`config.mk`:
```
export PLATFORM = sky130hd
export DESIGN_NAME = fetch_unit
export DESIGN_NICKNAME = d
export VERILOG_FILES = /design/src/rtl/fetch_unit_pkg.sv /design/src/rtl/fetch_unit_sync_fifo.sv /design/src/rtl/fetch_unit.sv
export SDC_FILE = /design/constraint.sdc
export NUM_CORES = 1
export LEC_CHECK = 0
export CAP_MARGIN = 10
export CORE_MARGIN = 2
export CORE_UTILIZATION = 60
export DETAILED_ROUTE_END_ITERATION = 12
export PLACE_DENSITY = 0.85
export SETUP_SLACK_MARGIN = 0.4
export SLEW_MARGIN = 25
export SYNTH_ARGS = -nofsm -noshare
export SYNTH_HDL_FRONTEND = slang
export SYNTH_SLANG_ARGS = --single-unit
```
`constraint.sdc`:
```
create_clock -name clk -period 4.45 [get_ports clk]
set_clock_uncertainty 0.05 [all_clocks]
set_input_delay 1.1125 -clock clk [delete_from_list [all_inputs] [get_ports clk]]
set_output_delay 1.1125 -clock clk [all_outputs]
set_load 0.01 [all_outputs]
```
`src/rtl/fetch_unit_pkg.sv`:
```
// Shared types for the instruction fetch stage.
// FSM state encoding and the buffered fetch entry layout.
package fetch_types;

    localparam int FETCH_ADDR_W = 11;
    localparam int FETCH_DATA_W = 8;

    typedef enum logic [0:0] {
        IDLE = 1'b0,
        RUN  = 1'b1
    } state_t;

    typedef struct packed {
        logic [FETCH_DATA_W-1:0] instr;
        logic [FETCH_ADDR_W-1:0] pc;
    } fetch_entry_t;

endpackage

```
`src/rtl/fetch_unit_sync_fifo.sv`:
```
// Small synchronous FIFO holding fetched instructions.
// Flush clears pointers and count and wins over push/pop.
module sync_fifo #(
    parameter int WIDTH = 19,
    parameter int DEPTH = 4,
    localparam int PTR_W = $clog2(DEPTH),
    localparam int CNT_W = $clog2(DEPTH) + 1
) (
    input  logic             clk,
    input  logic             rst,
    input  logic             push_i,
    input  logic             pop_i,
    input  logic             flush_i,
    input  logic [WIDTH-1:0] wdata_i,
    output logic [WIDTH-1:0] rdata_o,
    output logic [CNT_W-1:0] count_o,
    output logic             full_o,
    output logic             empty_o
);

    logic [WIDTH-1:0] mem_q [DEPTH];
    logic [PTR_W-1:0] rd_ptr_q, rd_ptr_d;
    logic [PTR_W-1:0] wr_ptr_q, wr_ptr_d;
    logic [CNT_W-1:0] count_q, count_d;
    logic             push_ok;
    logic             pop_ok;

    assign empty_o = (count_q == '0);
    assign full_o  = (count_q == CNT_W'(DEPTH));
    assign count_o = count_q;
    assign rdata_o = mem_q[rd_ptr_q];

    assign push_ok = push_i & ~flush_i;
    assign pop_ok  = pop_i & ~flush_i & ~empty_o;

    // Pointer and occupancy next-state
    always_comb begin
        rd_ptr_d = rd_ptr_q;
        wr_ptr_d = wr_ptr_q;
        count_d  = count_q;
        if (flush_i) begin
            rd_ptr_d = '0;
            wr_ptr_d = '0;
            count_d  = '0;
        end else begin
            if (push_ok) wr_ptr_d = wr_ptr_q + 1'b1;
            if (pop_ok)  rd_ptr_d = rd_ptr_q + 1'b1;
            unique case ({push_ok, pop_ok})
                2'b10:   count_d = count_q + 1'b1;
                2'b01:   count_d = count_q - 1'b1;
                default: count_d = count_q;
            endcase
        end
    end

    // Storage and pointer registers; storage cleared so head reads 0 after reset
    always_ff @(posedge clk) begin
        if (rst) begin
            rd_ptr_q <= '0;
            wr_ptr_q <= '0;
            count_q  <= '0;
            for (int i = 0; i < DEPTH; i++) mem_q[i] <= '0;
        end else begin
            rd_ptr_q <= rd_ptr_d;
            wr_ptr_q <= wr_ptr_d;
            count_q  <= count_d;
            if (push_ok) mem_q[wr_ptr_q] <= wdata_i;
        end
    end

endmodule

```
`src/rtl/fetch_unit.sv`:
```
// Instruction fetch: PC, ROM issue with FIFO credit, prefetch buffer.
// Redirect flushes buffered and in-flight fetches and restarts the PC.
module fetch_unit
    import fetch_types::*;
#(
    parameter int ADDR_W = 11,
    parameter int DATA_W = 8,
    parameter int DEPTH  = 4
) (
    input  logic              clk,
    input  logic              rst,
    input  logic              en,
    output logic [ADDR_W-1:0] mem_addr,
    output logic              mem_en,
    input  logic [DATA_W-1:0] mem_data,
    input  logic              redirect,
    input  logic [ADDR_W-1:0] redirect_addr,
    output logic [DATA_W-1:0] instr,
    output logic [ADDR_W-1:0] instr_pc,
    output logic              instr_valid,
    input  logic              instr_ready
);

    localparam int CNT_W = $clog2(DEPTH) + 1;
    localparam int ENT_W = DATA_W + ADDR_W;

    state_t            state_q, state_d;
    logic [ADDR_W-1:0] pc_q, pc_d;
    logic [ADDR_W-1:0] inflight_pc_q;
    logic              inflight_q;
    logic              kill_q;
    logic [CNT_W:0]    credit;

    logic              fifo_push;
    logic              fifo_pop;
    logic              fifo_full;
    logic              fifo_empty;
    logic [CNT_W-1:0]  fifo_count;
    logic [ENT_W-1:0]  fifo_wdata;
    logic [ENT_W-1:0]  fifo_rdata;

    // Outstanding slots: buffered entries plus the read in flight
    assign credit = {1'b0, fifo_count} + (CNT_W+1)'(inflight_q);

    // FSM state register
    always_ff @(posedge clk) begin
        if (rst) state_q <= IDLE;
        else     state_q <= state_d;
    end

    // FSM next state
    always_comb begin
        state_d = state_q;
        unique case (state_q)
            IDLE:    if (en)  state_d = RUN;
            RUN:     if (!en) state_d = IDLE;
            default: state_d = IDLE;
        endcase
    end

    // FSM output: issue only when running, not redirecting, and a slot is free
    always_comb begin
        mem_en = 1'b0;
        if (state_q == RUN && !redirect && credit < (CNT_W+1)'(DEPTH))
            mem_en = 1'b1;
    end

    // PC next state; redirect wins, increment wraps naturally
    always_comb begin
        pc_d = pc_q;
        if (redirect)    pc_d = redirect_addr;
        else if (mem_en) pc_d = pc_q + 1'b1;
    end

    // PC and in-flight read tracking
    always_ff @(posedge clk) begin
        if (rst) begin
            pc_q          <= '0;
            inflight_q    <= 1'b0;
            inflight_pc_q <= '0;
            kill_q        <= 1'b0;
        end else begin
            pc_q       <= pc_d;
            inflight_q <= mem_en;
            kill_q     <= redirect & (inflight_q | mem_en);
            if (mem_en) inflight_pc_q <= pc_q;
        end
    end

    assign mem_addr    = pc_q;
    assign fifo_push   = inflight_q & ~kill_q;
    assign fifo_pop    = instr_valid & instr_ready;
    assign fifo_wdata  = {mem_data, inflight_pc_q};
    assign instr_valid = ~fifo_empty;
    assign {instr, instr_pc} = fifo_rdata;

    sync_fifo #(
        .WIDTH (ENT_W),
        .DEPTH (DEPTH)
    ) u_fifo (
        .clk     (clk),
        .rst     (rst),
        .push_i  (fifo_push),
        .pop_i   (fifo_pop),
        .flush_i (redirect),
        .wdata_i (fifo_wdata),
        .rdata_o (fifo_rdata),
        .count_o (fifo_count),
        .full_o  (fifo_full),
        .empty_o (fifo_empty)
    );

endmodule

```
# Word-level counts from Yosys, hierarchy flattened
# Memories as Yosys holds them, arrays and structs flattened. A register that Yosys moved wholly into a read port is not among the register bits.
# Index checks and enable logic that the tools add are counted.
totals:
  romBits: 0
  reg_bits: 32
  ram_bits: 76
  elab_cells: 51
  out_inout_bits: 32
  inputBits: 24
  n_memories: 1
  latchBits: 0
memory_table:
  columns: ["memory", "depth", "width", "rd", "rd_ports_with_merged_regs", "write_ports", "line_no", "text"]
  rows:
  - ["u_fifo.mem_q", 4, 19, 1, 1, 4, "fetch_unit_sync_fifo.sv:21", "logic [WIDTH-1:0] mem_q [DEPTH];"]
classes:
  div_mod_pow: 0
  n_lt_le_gt_ge: 1
  bitwise: 10
  multipliers: 0
  n_addsub: 6
  eq_ne: 2
  reduce_logical: 8
  n_shift: 0
  mux: 15
op_table:
  columns: ["op", "n"]
  rows:
  - ["two-way mux 11 bit", 2]
  - ["two-way mux 19 bit", 1]
  - ["OR reduction 19 bit", 1]
  - ["adder 11 x 1 -> 11 bit (second input constant)", 1]
  - ["two-way mux 1 bit", 8]
  - ["AND 1 bit", 6]
  - ["two-way mux 2 bit", 3]
  - ["case mux 3 bit (2 select lines)", 1]
  - ["adder 2 x 1 -> 2 bit (second input constant)", 2]
  - ["adder 3 x 1 -> 4 bit", 1]
  - ["less-than comparator 4 x 3 -> 1 bit (second input constant)", 1]
  - ["nonzero test 2 bit", 2]
  - ["adder 3 x 1 -> 3 bit (second input constant)", 1]
  - ["logical NOT 3 bit", 1]
  - ["NOT 1 bit", 3]
  - ["subtractor 3 x 1 -> 3 bit (second input constant)", 1]
  - ["equality test 2 x 1 -> 1 bit (second input constant)", 1]
  - ["equality test 2 bit (second input constant)", 1]
  - ["logical AND 1 bit", 2]
  - ["OR reduction 2 bit", 1]
  - ["logical NOT 1 bit", 1]
  - ["bitwise OR 1 bit", 1]

# Longest topological paths before layout
depth:
  word_depth: 8
  mapped_depth: 10
  mapped_depth_nobuf: 8

# Hierarchy
# A second synthesis with hierarchy kept.
unflattened:
  hier_cells: 372
  hier_area_um2: 4954.8
modules_own_cells:
  columns: ["mod", "cells_each", "area_per_inst_um2", "n_inst", "seq_area_each_um2"]
  rows:
  - ["sync_fifo", 235, 3802.4, 1, 2462.4]
  - ["fetch_unit", 137, 1152.4, 1, 500.5]

# Worst setup path before layout
# No wires, ideal clock.
synth_path:
  path_type: "input to output"
  start: "in redirect"
  end: "out mem_en"
  path_slack_ps: 1531
  arrival_ps: 1757
  path_buffers: 2
  path_stages: 5
  path_cell_list: "buf_4 > inv_2 > nand3_4 > inv_2 > buf_2"
synth_via:
  elab_chain_cells: 4
synth_lines:
  columns: ["item", "line_no", "text"]
  rows:
  - ["from (decl)", "fetch_unit.sv:16", "input logic redirect,"]
  - ["logical NOT 1 bit", "fetch_unit.sv:64", "if (state_q == RUN && !redirect && credit < (CNT_W+1)'(DEPTH))"]
  - ["logical AND 1 bit (2 in series)", "fetch_unit.sv:64", null]
  - ["two-way mux 1 bit", "fetch_unit.sv:64", null]
  - ["to (decl)", "fetch_unit.sv:14", "output logic mem_en,"]
# No other way between the ends.

# Worst setup path in the final report
# Same ends and word-level chain as after synthesis.

==> summary by stage <==
Final layout
The synthesis-to-finish area growth is 17.7%. The repair_antennas step left the layout with diodes totalling 0. The finished cells cover 5590 um2.

Once layout is complete, the cells apart from fillers number 542. The post-route netlist has 11.6% of its cells at a drive strength greater than 1. The multi-input logic area is 1630 um2. The fill cell total of the finished layout is 522. Summing all flip-flop and latch instances after layout gives 2960 um2. The net count of the finished layout is 462.

Route
The first detailed-routing pass took 4 iterations. The number of design-rule violations left by the first detailed-router iteration is 223. The count of nets left with antenna violations once routing finished came out at 0. Wires add up to 9.22 mm. After detailed routing, the number of remaining DRC violations is 0.

The via count normalized by instance count is 5.72. After detailed routing, the average wire length per cell comes to 17.0 um. The number of vias after detailed routing is 3,098.

Power and ir drop
The post-route total power is 0.00189 W. The static leakage is 2.04 nW. The worst-case IR drop observed on VDD is 0.000223 V. Power spread over the standard cell area amounts to 338 nW/um2.

Timing
The count of endpoints failing hold in the final timing report is 0. The final number of max-transition violations is 0. The share of the clock period used by the worst path after layout is 87.1%. The total of endpoints with negative setup slack in the final report is 0. Adding up every negative setup slack in the final design gives 0 ns. Setup repair after global routing left no endpoint under its margin. The minimum clock period is 3.88 ns.

The worst max-slew margin expressed relative to the limit is 35.9%. Static timing analysis puts the maximum clock frequency at 258 MHz. Setup slack on the critical path of the routed design comes to 0.574 ns.

For the pin with the worst max-slew slack, the measured transition is 0.961 ns.

Clocking
The number of resized instances in the post-cts repair step is 0. The hold-fix buffer count after cts is 0. The tree built by TritonCTS fans out to 110 sinks. Buffers inserted during clock tree synthesis total 9.

Clock latency on the worst-skew pair, taken at its later pin, is 0.37 ns. The clock tree synthesis step divided the H-tree into 3 levels. The clock-pin slew on the worst setup and hold paths is 0.10 ns. The number of setup buffers added after CTS is 0. The tree is rooted in a sky130_fd_sc_hd__clkbuf_8.

The largest buffer count on any clock path is 2. TritonCTS built the clock tree.

Place
The routability congestion estimate is 0.897. The number of buffers added on ports is 55. Once placement completed, the tool counted placed cells totaling 526. The placed instances occupy a cell area of 5380 um2. The placed wire-length estimate after detailed placement is 6.12 mm. OpenSTA, run right after detailed placement, puts the worst setup slack at 0.595 ns.

Job
The number of maximum-capacitance constraint violations is 0.

Worst setup path
The required time of the critical path is 3.29 ns. By startpoint and endpoint, the worst setup path is classified as in -> out. The library cell contributing the largest single delay on the critical path is sky130_fd_sc_hd__clkdlybuf4s50_1. The critical-path maximum fanout is 18. The sort of element at the start of the critical path is an input pin. The peak per-stage delay on the critical path is 0.60 ns. The nature of the critical path endpoint is a primary output. The signal on the critical path passes through clkdlybuf4s50_1, inv_2, nand3_4, inv_2, clkdlybuf4s50_1.

The gate family responsible for the most delay along the worst path is buffers and inverters. Data arrives at the worst endpoint at 2.71 ns. The number of buffers and inverters on the critical path is 4.

Floorplanning
The initial utilization of the core area, before any placement, comes to 61.8%. The vertical extent of the die is 93.0 um. The core region area is 7690 um2. The die width is 93.0 um.

The die covers 8650 um2. The cell row count is 32. The number of top-level pins is 56.

GRT
The number of global-route vias before repair is 3,040. Global routing used 22.5% of the available tracks across all layers. The total overflow reported by the global router is 0. Entering global routing, the biggest net connects 31 pins.

The number of antenna violations at the first check in global routing is 0. The first-pass GRT wire length is 14.7 mm.

Logic synthesis
The synthesized design contains 76 enable-type register cells. A synthesized cell averages 12.4 um2. Sequential elements use 62.3% of the synthesized area.

For this run, asynchronously set or reset flops after synthesis account for 0%. Synthesis handed over a netlist of 382 instances. After synthesis the cells add up to 4750 um2. In the synthesized netlist the dominant register cell turns out to be sky130_fd_sc_hd__edfxtp_1.

Yosys mapped the design onto 47 distinct sky130hd cell types. The synthesized netlist net count is 409. The count of warnings emitted by yosys is 0. The synthesized design contains 110 register bits.

Hold path
The class of the worst hold path is reg -> reg.

Outcome
The flow ran to the end, and the final reports show no timing, DRC or antenna violations.
## area by class of cell
type | instances | share of cell area (%)
clock buffers | 9 | 2.21
clock inverters | 7 | 1.57
inverters | 19 | 1.27
multi-input cells | 234 | 29.1
flip-flops and latches | 110 | 53.0
well taps | 102 | 2.28
repair buffers | 61 | 10.6
## per-layer routing
metal	global-route usage (%)	up-vias	share of wire (%)
met2	38.3	123	50
li1	-	1470	-
met3	3.95	14	6.6
met4	10.4	0	1.6
met1	28.3	1491	42
met5	0	-	0
## flip-flops by register name, summed over array words and instances (netlist names), named ones only
register / flops
mem_addr: 11
state_q: 1
u_fifo.wr_ptr_q: 2
u_fifo.count_o: 3
kill_q: 1
u_fifo.rd_ptr_q: 2
inflight_pc_q: 11
u_fifo.mem_q: 76
inflight_q: 1
## metrics by stage
| step | util (%) | hold slack (ns) |
|---|---|---|
| after floorplan | - | 0.386 |
| after global placement | 70.0 | 0.396 |
| after detailed placement | 70.0 | 0.403 |
| after CTS | 72.8 | 0.418 |
| after global routing | 72.8 | 0.452 |
| final | 72.8 | 0.419 |
## worst reg2reg max path, stage by stage, from the launching register on
cell and delay [ns]:
sky130_fd_sc_hd__dfxtp_1 0.37, sky130_fd_sc_hd__nor2b_1 0.73, sky130_fd_sc_hd__nand2_1 0.25, sky130_fd_sc_hd__nor2_1 0.44
sky130_fd_sc_hd__or2_2 0.51
## placed cells by master (no fill, tap or decap), types with 7 or more instances in the layout
master / count
sky130_fd_sc_hd__a21oi_1: 14
sky130_fd_sc_hd__a31oi_1: 7
sky130_fd_sc_hd__and2_1: 34
sky130_fd_sc_hd__and3_1: 11
sky130_fd_sc_hd__clkbuf_8: 9
sky130_fd_sc_hd__clkdlybuf4s50_1: 55
sky130_fd_sc_hd__dfxtp_1: 34
sky130_fd_sc_hd__edfxtp_1: 76
sky130_fd_sc_hd__inv_1: 17
sky130_fd_sc_hd__mux4_2: 19
sky130_fd_sc_hd__nand2_1: 51
sky130_fd_sc_hd__nor2_1: 41
## synth_stat cells, types with 2 or more instances
master / number / share of area [%]
sky130_fd_sc_hd__edfxtp_1: 76 / 48
sky130_fd_sc_hd__nand2_1: 51 / 4.0
sky130_fd_sc_hd__nor2_1: 41 / 3.2
sky130_fd_sc_hd__and2_1: 34 / 4.5
sky130_fd_sc_hd__dfxtp_1: 34 / 14
sky130_fd_sc_hd__mux4_2: 19 / 9.0
sky130_fd_sc_hd__inv_1: 17 / 1.3
sky130_fd_sc_hd__a21oi_1: 14 / 1.5
sky130_fd_sc_hd__and3_1: 11 / 1.4
sky130_fd_sc_hd__clkbuf_1: 9 / 0.71
sky130_fd_sc_hd__a31oi_1: 7 / 0.92
sky130_fd_sc_hd__or3_1: 6 / 0.79
sky130_fd_sc_hd__buf_2: 5 / 0.53
sky130_fd_sc_hd__nor2b_1: 4 / 0.53
sky130_fd_sc_hd__o311ai_0: 4 / 0.74
sky130_fd_sc_hd__or2_2: 4 / 0.53
sky130_fd_sc_hd__xnor2_1: 4 / 0.74
sky130_fd_sc_hd__nand2b_1: 3 / 0.39
sky130_fd_sc_hd__nand4_1: 3 / 0.39
sky130_fd_sc_hd__xor2_1: 3 / 0.55
sky130_fd_sc_hd__a311o_1: 2 / 0.42
sky130_fd_sc_hd__buf_4: 2 / 0.32
sky130_fd_sc_hd__ha_1: 2 / 0.53
sky130_fd_sc_hd__inv_2: 2 / 0.16
sky130_fd_sc_hd__nand3_1: 2 / 0.21
sky130_fd_sc_hd__nor2_2: 2 / 0.26
## cell families after synthesis
| group | synth area share, % |
|---|---|
| AND/OR/NAND/NOR | 17.7 |
| flip-flops | 62.3 |
| buffers and inverters | 3.47 |
| AO/OA/AOI/OAI | 5.26 |
| multiplexers | 9.00 |
| XOR/XNOR | 1.29 |
| adder cells (fa/ha/maj) | 0.948 |
## report_power, final
group | switching [W] | leakage [nW] | internal (W)
registers | 0.0000181 | 1.06 | 0.00112
logic | 0.0000618 | 0.869 | 0.0000641
clock network | 0.000350 | 0.108 | 0.000274
total | 0.000430 | 2.04 | 0.00146
## final timing paths
path,start,endpoint,slack (ns),cells after the start
hold reg to reg,inflight_q$_SDFF_PP0_,kill_q$_SDFF_PP0_,0.42,2
setup reg to reg,inflight_q$_SDFF_PP0_,u_fifo.mem_q[0][9]$_SDFFCE_PN0P_,1.75,4
hold / removal,inflight_q$_SDFF_PP0_,kill_q$_SDFF_PP0_,0.42,2
setup / recovery,redirect,mem_en,0.57,5
No activity file was read; power rests on OpenSTA's default activity.
